[src/rtl/adder_pipe.sv]
// adder_pipe: chunked ripple-carry adder/subtractor pipeline with valid/ready handshake
//   clk, rst_n            clock, asynchronous active-low reset
//   in_valid / in_ready   upstream handshake; transfer when both high
//   a, b, c_in, sub       operands, carry/borrow-in, 0=add 1=subtract
//   out_valid / out_ready downstream handshake
//   s, c_out, ovf         result, raw carry out, signed overflow
module adder_pipe #(
    parameter int WIDTH = 16,
    parameter int CHUNK = 4
) (
    input  logic             clk,
    input  logic             rst_n,
    input  logic             in_valid,
    output logic             in_ready,
    input  logic [WIDTH-1:0] a,
    input  logic [WIDTH-1:0] b,
    input  logic             c_in,
    input  logic             sub,
    output logic             out_valid,
    input  logic             out_ready,
    output logic [WIDTH-1:0] s,
    output logic             c_out,
    output logic             ovf
);
    localparam int STAGES = WIDTH / CHUNK;
    logic             adv;
    logic [WIDTH-1:0] a_i [STAGES];
    logic [WIDTH-1:0] b_i [STAGES];
    logic [WIDTH-1:0] s_i [STAGES];
    logic             c_i [STAGES];
    logic             v_i [STAGES];
    logic [WIDTH-1:0] a_q [STAGES];
    logic [WIDTH-1:0] b_q [STAGES];
    logic [WIDTH-1:0] s_q [STAGES];
    logic             c_q [STAGES];
    logic             v_q [STAGES];
    logic             o_q;
    // whole pipeline moves as one shift register, frozen only when the output is held
    assign adv       = !v_q[STAGES-1] || out_ready;
    assign in_ready  = adv;
    assign out_valid = v_q[STAGES-1];
    assign s         = s_q[STAGES-1];
    assign c_out     = c_q[STAGES-1];
    assign ovf       = o_q;
    // subtraction folds into addition of ~b with inverted carry-in at acceptance
    assign a_i[0] = a;
    assign b_i[0] = sub ? ~b : b;
    assign s_i[0] = '0;
    assign c_i[0] = c_in ^ sub;
    assign v_i[0] = in_valid;
    for (genvar k = 1; k < STAGES; k++) begin : g_link
        assign a_i[k] = a_q[k-1];
        assign b_i[k] = b_q[k-1];
        assign s_i[k] = s_q[k-1];
        assign c_i[k] = c_q[k-1];
        assign v_i[k] = v_q[k-1];
    end
    for (genvar k = 0; k < STAGES; k++) begin : g_stage
        logic [CHUNK:0]   r;
        logic [WIDTH-1:0] s_n;
        assign r = {1'b0, a_i[k][k*CHUNK +: CHUNK]} + {1'b0, b_i[k][k*CHUNK +: CHUNK]}
                 + {{CHUNK{1'b0}}, c_i[k]};
        always_comb begin
            s_n = s_i[k];
            s_n[k*CHUNK +: CHUNK] = r[CHUNK-1:0];
        end
        always_ff @(posedge clk or negedge rst_n) begin
            if (!rst_n) begin
                v_q[k] <= 1'b0;
                c_q[k] <= 1'b0;
                a_q[k] <= '0;
                b_q[k] <= '0;
                s_q[k] <= '0;
            end else if (adv) begin
                v_q[k] <= v_i[k];
                c_q[k] <= r[CHUNK];
                a_q[k] <= a_i[k];
                b_q[k] <= b_i[k];
                s_q[k] <= s_n;
            end
        end
        if (k == STAGES - 1) begin : g_ovf
            // same-sign operands producing an opposite-sign result
            always_ff @(posedge clk or negedge rst_n) begin
                if (!rst_n) o_q <= 1'b0;
                else if (adv) o_q <= (a_i[k][WIDTH-1] == b_i[k][WIDTH-1]) && (r[CHUNK-1] != a_i[k][WIDTH-1]);
            end
        end
    end
endmodule

[config.mk]
export PLATFORM = sky130hd
export DESIGN_NAME = adder_pipe
export DESIGN_NICKNAME = d
export VERILOG_FILES = /design/src/rtl/adder_pipe.sv
export SDC_FILE = /design/constraint.sdc
export NUM_CORES = 1
export LEC_CHECK = 0
export BUFFER_PORTS_ARGS = -buffer_cell sky130_fd_sc_hd__buf_4
export CAP_MARGIN = 20
export CELL_PAD_IN_SITES_DETAIL_PLACEMENT = 0
export CELL_PAD_IN_SITES_GLOBAL_PLACEMENT = 1
export CORE_ASPECT_RATIO = 0.7
export CORE_MARGIN = 8
export CORE_UTILIZATION = 47
export CTS_CLUSTER_DIAMETER = 150
export DETAILED_ROUTE_END_ITERATION = 6
export PLACE_DENSITY_LB_ADDON = 0.1
export RECOVER_POWER = 50
export SLEW_MARGIN = 20
export SYNTH_ARGS = -nofsm -noshare
export SYNTH_HDL_FRONTEND = slang
export SYNTH_SLANG_ARGS = --single-unit
[constraint.sdc]
create_clock -name clk -period 5 [get_ports clk]
set_clock_uncertainty 0.2 [all_clocks]
set_input_delay 0.25 -clock clk [delete_from_list [all_inputs] [get_ports clk]]
set_output_delay 0.25 -clock clk [all_outputs]
set_load 0.05 [all_outputs]
==> impl_metrics.env, run 1 <==
export IMPL_status="complete, but fails checks"
export IMPL_violations="max-capacitance violations, max-slew violations"
export IMPL_fmax_mhz=343.2
export IMPL_synth_cell_types=27
export IMPL_io_buffers=57
export IMPL_cts_made_buffers=9
export IMPL_pin_count=58
export IMPL_sequentialPowerShare=0.398
export IMPL_num_fill_cells=868
export IMPL_finalWeightedCongestion=0.7227
export IMPL_rows=29
export IMPL_cp_arrival_ns=2.93
export IMPL_clock_path_buffers=2
export IMPL_grt_overflow=0
export IMPL_synth_seq_area_share=0.5610
export IMPL_nets=589
export IMPL_clock_sinks=97
export IMPL_setup_violations=0
export IMPL_synthCells=461
export IMPL_wl_per_cell_um=13.00
export IMPL_cts_htree_levels=3
export IMPL_viasPerCell=4.670
export IMPL_die_w_um=130.7
export IMPL_synth_edf_count=0
export IMPL_cap_violations=2
export IMPL_synth_area_leader_cell="dfrtp_1"
export IMPL_cp_end_kind="register"
export IMPL_drt_iter0_drc=171
export IMPL_setup_worst_path_class="reg2reg"
export IMPL_cp_max_fo=54
export IMPL_cts_setup_buffers=0
export IMPL_num_antenna_cells=0
export IMPL_tritoncts="done"
export IMPL_total_power_uw=3337
export IMPL_tightest_slew_ns=1.685
export IMPL_period_needed_ns=2.914
export IMPL_swShare=0.3997
export IMPL_critPathLaunchType="register"
export IMPL_core_area_um2=8999
export IMPL_dr_pass1_iters=4
export IMPL_hold_viol=0
export IMPL_crit_family="buffers and inverters"
export IMPL_die_area_um2=12580
export IMPL_combPwrFrac=0.384
export IMPL_antenna_found_initial=0
export IMPL_rsz0062_at_grt="false"
export IMPL_p_per_area_nw_per_um2=633.7
export IMPL_crit_chain="nor2b_1 -> inv_1 -> buf_4 -> mux2i_1 -> nand3_1"
export IMPL_synth_top_cells_by_area="dfrtp_1, nand2_1, fa_1"
export IMPL_ys_async_sr_fraction=1.000
export IMPL_yosys_top_cells_count="nand2_1, dfrtp_1, o21ai_0"
export IMPL_grt_pass1_vias=3193
export IMPL_relSlewSlack=-0.1246
export IMPL_ys_seq_elements=97
export IMPL_fin_util=0.5852
export IMPL_cts_resized=0
export IMPL_switching_power_uw=1334
export IMPL_grt_total_usage=0.1523
export IMPL_routed_wl_um=8579
export IMPL_clock_power_share=0.218
export IMPL_final_antenna_net_count=0
export IMPL_cts_root_buffer="clkbuf_16"
export IMPL_synthFlopType="dfrtp_1"
export IMPL_syn_to_final_growth_pct=21.72
export IMPL_syn_area_um2=4327
export IMPL_synth_most_common_cell="nand2_1"
export IMPL_p_leak_uw=0.002662
export IMPL_worst_path_max_delay_cell="inv_1"
export IMPL_syn_area_per_cell_um2=9.385
export IMPL_cpPeakStageDelay_ns=1.20
export IMPL_die_h_um=96.28
export IMPL_drc=0
export IMPL_hold_path_class="in2reg"
export IMPL_tns_ns=0
export IMPL_grt_pass1_wl_um=14970
export IMPL_drv_slew=86
export IMPL_worstPathRequired_ns=5.02
export IMPL_drive_gt1_frac=0.1045
export IMPL_internal_power_uw=2003
export IMPL_netlist_area_leader_share=0.5610
export IMPL_initial_core_util=0.4808
export IMPL_path_clk_slew_ns=0.06
export IMPL_worst_ir_drop_vdd_v=0.0003567
export IMPL_layout_worst_path_cycle_share=0.5828
export IMPL_dp_hpwl_um=5549
export IMPL_path_buf_inv=2
export IMPL_ys_warn_count=0
export IMPL_grt_max_degree=109
export IMPL_vias=3082
export IMPL_clk_latency_ns=0.34
export IMPL_syn_nets=519
==> per-layer routing <==
layer / vias up / track usage / wire length [µm]
met3: 10 / 0.04538 / 390
li1: 1588 / - / -
met1: 1438 / 0.1975 / 4264
met2: 46 / 0.2386 / 3796
met5: - / 0 / 0
met4: 0 / 0.05614 / 127
==> area by class of cell <==
type / instances / area [µm²] / share of cell area
clock inverter: 6 / 90.09 / 0.01711
tap: 124 / 155.1 / 0.02946
multi-input combinational: 331 / 1732 / 0.3288
clock buffer: 10 / 229.0 / 0.04348
inverter: 10 / 37.54 / 0.007128
sequential: 97 / 2427 / 0.4609
timing repair buffer: 82 / 595.6 / 0.1131
==> worst min-delay path, cell delays in order <==
cell and delay [ns]:
buf_4 0.09, xnor2_1 0.10, o21ai_0 0.07
==> sequential cells by signal, summed over array words and instances (netlist names) <==
signal and flops:
c_i 3, s 16, a_i 24, g_stage.s_n 24
ovf 1, c_out 1, out_valid 1, b_i 24
v_i 3
==> cells by family after synthesis <==
| logic type | count (synthesis) | share of synthesized area |
|---|---|---|
| adder cells (fa/ha/maj) | 20 | 0.07172 |
| buffers and inverters | 33 | 0.03701 |
| AND/OR/NAND/NOR | 243 | 0.2198 |
| XOR/XNOR | 20 | 0.04049 |
| AO/OA/AOI/OAI | 45 | 0.06304 |
| multiplexers | 3 | 0.006941 |
| flip-flops | 97 | 0.5610 |
==> stage by stage <==
stage	cells	area [µm²]	setup WS [ns]	hold WS, ns
2_1_floorplan	461	4327	2.738	-0.2456
3_3_place_gp	622	4810	2.718	0.01164
3_5_place_dp	622	4810	2.670	0.007636
4_1_cts	659	5339	2.653	0.0003628
5_1_grt	660	5266	1.785	0.02092
6_report	660	5266	2.086	0.01467
==> final timing paths <==
path | start | endpoint | slack (ns) | cells after the start
min in group asynchronous | rst_n | a_i[47] | 0.66 | 2
min | b[14] | b_i[46] | 0.01 | 3
max reg2reg | out_valid | g_stage[3].s_n[11] | 2.09 | 5
max | out_valid | g_stage[3].s_n[11] | 2.09 | 5
max in group asynchronous | rst_n | a_i[42] | 2.32 | 3
min reg2reg | s[1] | s[1] | 0.26 | 2
==> timing repair <==
action                                  in CTS  in global routing
hold buffers                                21                  1
endpoints found under the setup margin       0                  0
endpoints found under the hold margin       49                  1
==> power by group through the flow <==
| stage | combinational, µW | sequential, µW | clock (µW) |
|---|---|---|---|
| 3_5_place_dp | 1350 | 1350 | 0 |
| 4_1_cts | 1370 | 1330 | 751 |
| 2_1_floorplan | 755 | 1560 | 0 |
| 6_report | 1280 | 1330 | 728 |
| 5_1_grt | 1460 | 1380 | 780 |
| 3_3_place_gp | 1320 | 1330 | 0 |
==> cells in the final DEF, fill, tap and decap left out, types with 2 or more instances in the layout <==
| cell | n |
|---|---|
| ha_1 | 12 |
| nor2_1 | 6 |
| inv_1 | 10 |
| nand2_1 | 224 |
| dfrtp_1 | 97 |
| a21o_1 | 5 |
| o2111ai_1 | 3 |
| o21ai_0 | 19 |
| a21oi_1 | 12 |
| or4_1 | 3 |
| fa_1 | 8 |
| bufinv_16 | 2 |
| mux2i_1 | 3 |
| a211oi_1 | 2 |
| clkbuf_1 | 21 |
| a21boi_0 | 2 |
| clkbuf_16 | 9 |
| xnor2_1 | 15 |
| xor2_1 | 5 |
| nor2b_1 | 5 |
| nand3_1 | 4 |
| dlygate4sd3_1 | 22 |
| buf_4 | 40 |
Note: power is estimated with default switching activity, not from simulation.
==> run 2, diff against run 1 <==
CORE_UTILIZATION = 40   (was 47)
clock period = 2.64 ns   (was 5 ns; I/O delays follow)
==> run 2 against run 1 <==
Effect of this change:
- the run now ends clean
- largest power group unchanged
- highest routed layer unchanged
- worst setup slack got worse by 1.5 ns
- first-iteration DRC count fell by 18%
- via count rose by 1.9%
==> impl_metrics.env, run 2 (synthesis results as in run 1) <==
export IMPL_fmax_mhz=485.0
export IMPL_antenna_found_initial=0
export IMPL_cpPeakStageDelay_ns=0.54
export IMPL_clock_sinks=97
export IMPL_grt_total_usage=0.1363
export IMPL_die_w_um=140.3
export IMPL_viasPerCell=4.599
export IMPL_grt_util_met1=0.1850
export IMPL_final_antenna_net_count=0
export IMPL_final_common_cell="nand2_1"
export IMPL_crit_family="adder cells"
export IMPL_drive_gt1_frac=0.1162
export IMPL_cts_setup_buffers=0
export IMPL_clock_path_buffers=2
export IMPL_cp_arrival_ns=2.07
export IMPL_drv_slew=0
export IMPL_mostFrequentLayoutCells="nand2_1, dfrtp_1, buf_4"
export IMPL_layout_worst_path_cycle_share=0.7811
export IMPL_cts_htree_levels=3
export IMPL_initial_core_util=0.4147
export IMPL_dr_pass1_iters=4
export IMPL_tns_ns=0
export IMPL_setup_worst_path_class="in2reg"
export IMPL_p_leak_uw=0.002715
export IMPL_crit_chain="dlygate4sd3_1 -> buf_4 -> fa_1 -> fa_1 -> a21o_1 -> a21oi_1 -> a21oi_1"
export IMPL_die_area_um2=14450
export IMPL_preCtsSetupSlack_ns=0.4673
export IMPL_hold_viol=0
export IMPL_p_per_area_nw_per_um2=1148
export IMPL_syn_to_final_growth_pct=24.29
export IMPL_grt_pass1_wl_um=15590
export IMPL_grt_max_degree=62
export IMPL_path_buf_inv=2
export IMPL_grt_pass1_vias=3236
export IMPL_pin_count=58
export IMPL_cts_made_buffers=9
export IMPL_rsz0062_at_grt="false"
export IMPL_rows=31
export IMPL_clk_latency_ns=0.34
export IMPL_relSlewSlack=0.07455
export IMPL_drt_iter0_drc=140
export IMPL_cp_max_fo=2
export IMPL_dp_hpwl_um=6053
export IMPL_core_area_um2=10430
export IMPL_grt_overflow=0
export IMPL_cts_root_buffer="clkbuf_16"
export IMPL_nets=604
export IMPL_grt_busiest_layer="met2"
export IMPL_cap_violations=0
export IMPL_cp_end_kind="register"
export IMPL_setup_violations=0
export IMPL_wl_per_cell_um=13.26
export IMPL_tightest_slew_ns=1.388
export IMPL_worstPathRequired_ns=2.65
export IMPL_path_clk_slew_ns=0.06
export IMPL_num_fill_cells=1010
export IMPL_worst_slack_ns=0.5780
export IMPL_num_antenna_cells=0
export IMPL_drc=0
export IMPL_routed_wl_um=9057
export IMPL_tritoncts="done"
export IMPL_worst_path_max_delay_cell="dlygate4sd3_1"
export IMPL_grtUsageMet2=0.2043
export IMPL_critPathLaunchType="input port"
export IMPL_vias=3141
export IMPL_io_buffers=57
export IMPL_period_needed_ns=2.062
export IMPL_status="completed"
export IMPL_die_h_um=103.0
export IMPL_finalWeightedCongestion=0.7509
export IMPL_hold_path_class="in2reg"
export IMPL_worst_ir_drop_vdd_v=0.0005920
export IMPL_grtUsageMet3=0.04440
## run 2: layer usage
metal | up-vias | part of all wire
met1 | 1462 | 0.52
met4 | 0 | 0.0092
met5 | - | 0
met2 | 50 | 0.43
li1 | 1622 | -
met3 | 7 | 0.040
## run 2: repair_timing
action,CTS,global route
setup endpoints to repair,0,0
hold endpoints to repair,83,0
hold buffers,30,0
resized for setup,0,0
## run 2: report_power, final
part           internal, µW  switching, µW  total [µW]
Sequential             2150            380        2530
Clock                   632            546        1180
Combinational           855           1620        2470
Total                  3630           2540        6180
## run 2: worst paths after layout
path | cells past startpoint | to | startpoint | slack [ns]
worst max-delay path | 7 | c_i[2] | a[0] | 0.58
worst min-delay path | 5 | g_stage[1].s_n[3] | a[2] | 0.07
worst max register to register | 5 | c_out | a_i[12] | 0.59
worst min register to register | 2 | s[6] | s[6] | 0.26
max in group asynchronous | 3 | s[9] | rst_n | 0.64
min in group asynchronous | 2 | v_i[2] | rst_n | 0.44
## run 2: stage by stage
step | util | cell area [µm²] | std cells | power [µW] | hold slack [ns]
6_report | 0.5154 | 5378 | 683 | 6176 | 0.06949
5_1_grt | 0.5154 | 5378 | 683 | 6717 | 0.08609
4_1_cts | 0.5234 | 5461 | 683 | 6394 | 0.06545
3_5_place_dp | 0.4694 | 4897 | 637 | 5149 | 0.03654
3_3_place_gp | 0.4694 | 4897 | 637 | 5100 | 0.03208
2_1_floorplan | - | 4327 | 461 | 4384 | -0.3636
## run 2: layout make-up
| cell class | instances | area, µm² | share of cell area |
|---|---|---|---|
| sequential | 97 | 2427 | 0.4514 |
| multi-input combinational | 331 | 1739 | 0.3234 |
| timing repair buffer | 97 | 744.5 | 0.1384 |
| clock buffer | 10 | 229.0 | 0.04258 |
| tap | 132 | 165.2 | 0.03071 |
| inverter | 10 | 37.54 | 0.006980 |
| clock inverter | 6 | 35.03 | 0.006515 |
## run 2: tightest hold or removal path, stage by stage
cell and delay (ns):
buf_4 0.08, ha_1 0.17, inv_1 0.05, o2111ai_1 0.06, nand3_1 0.07
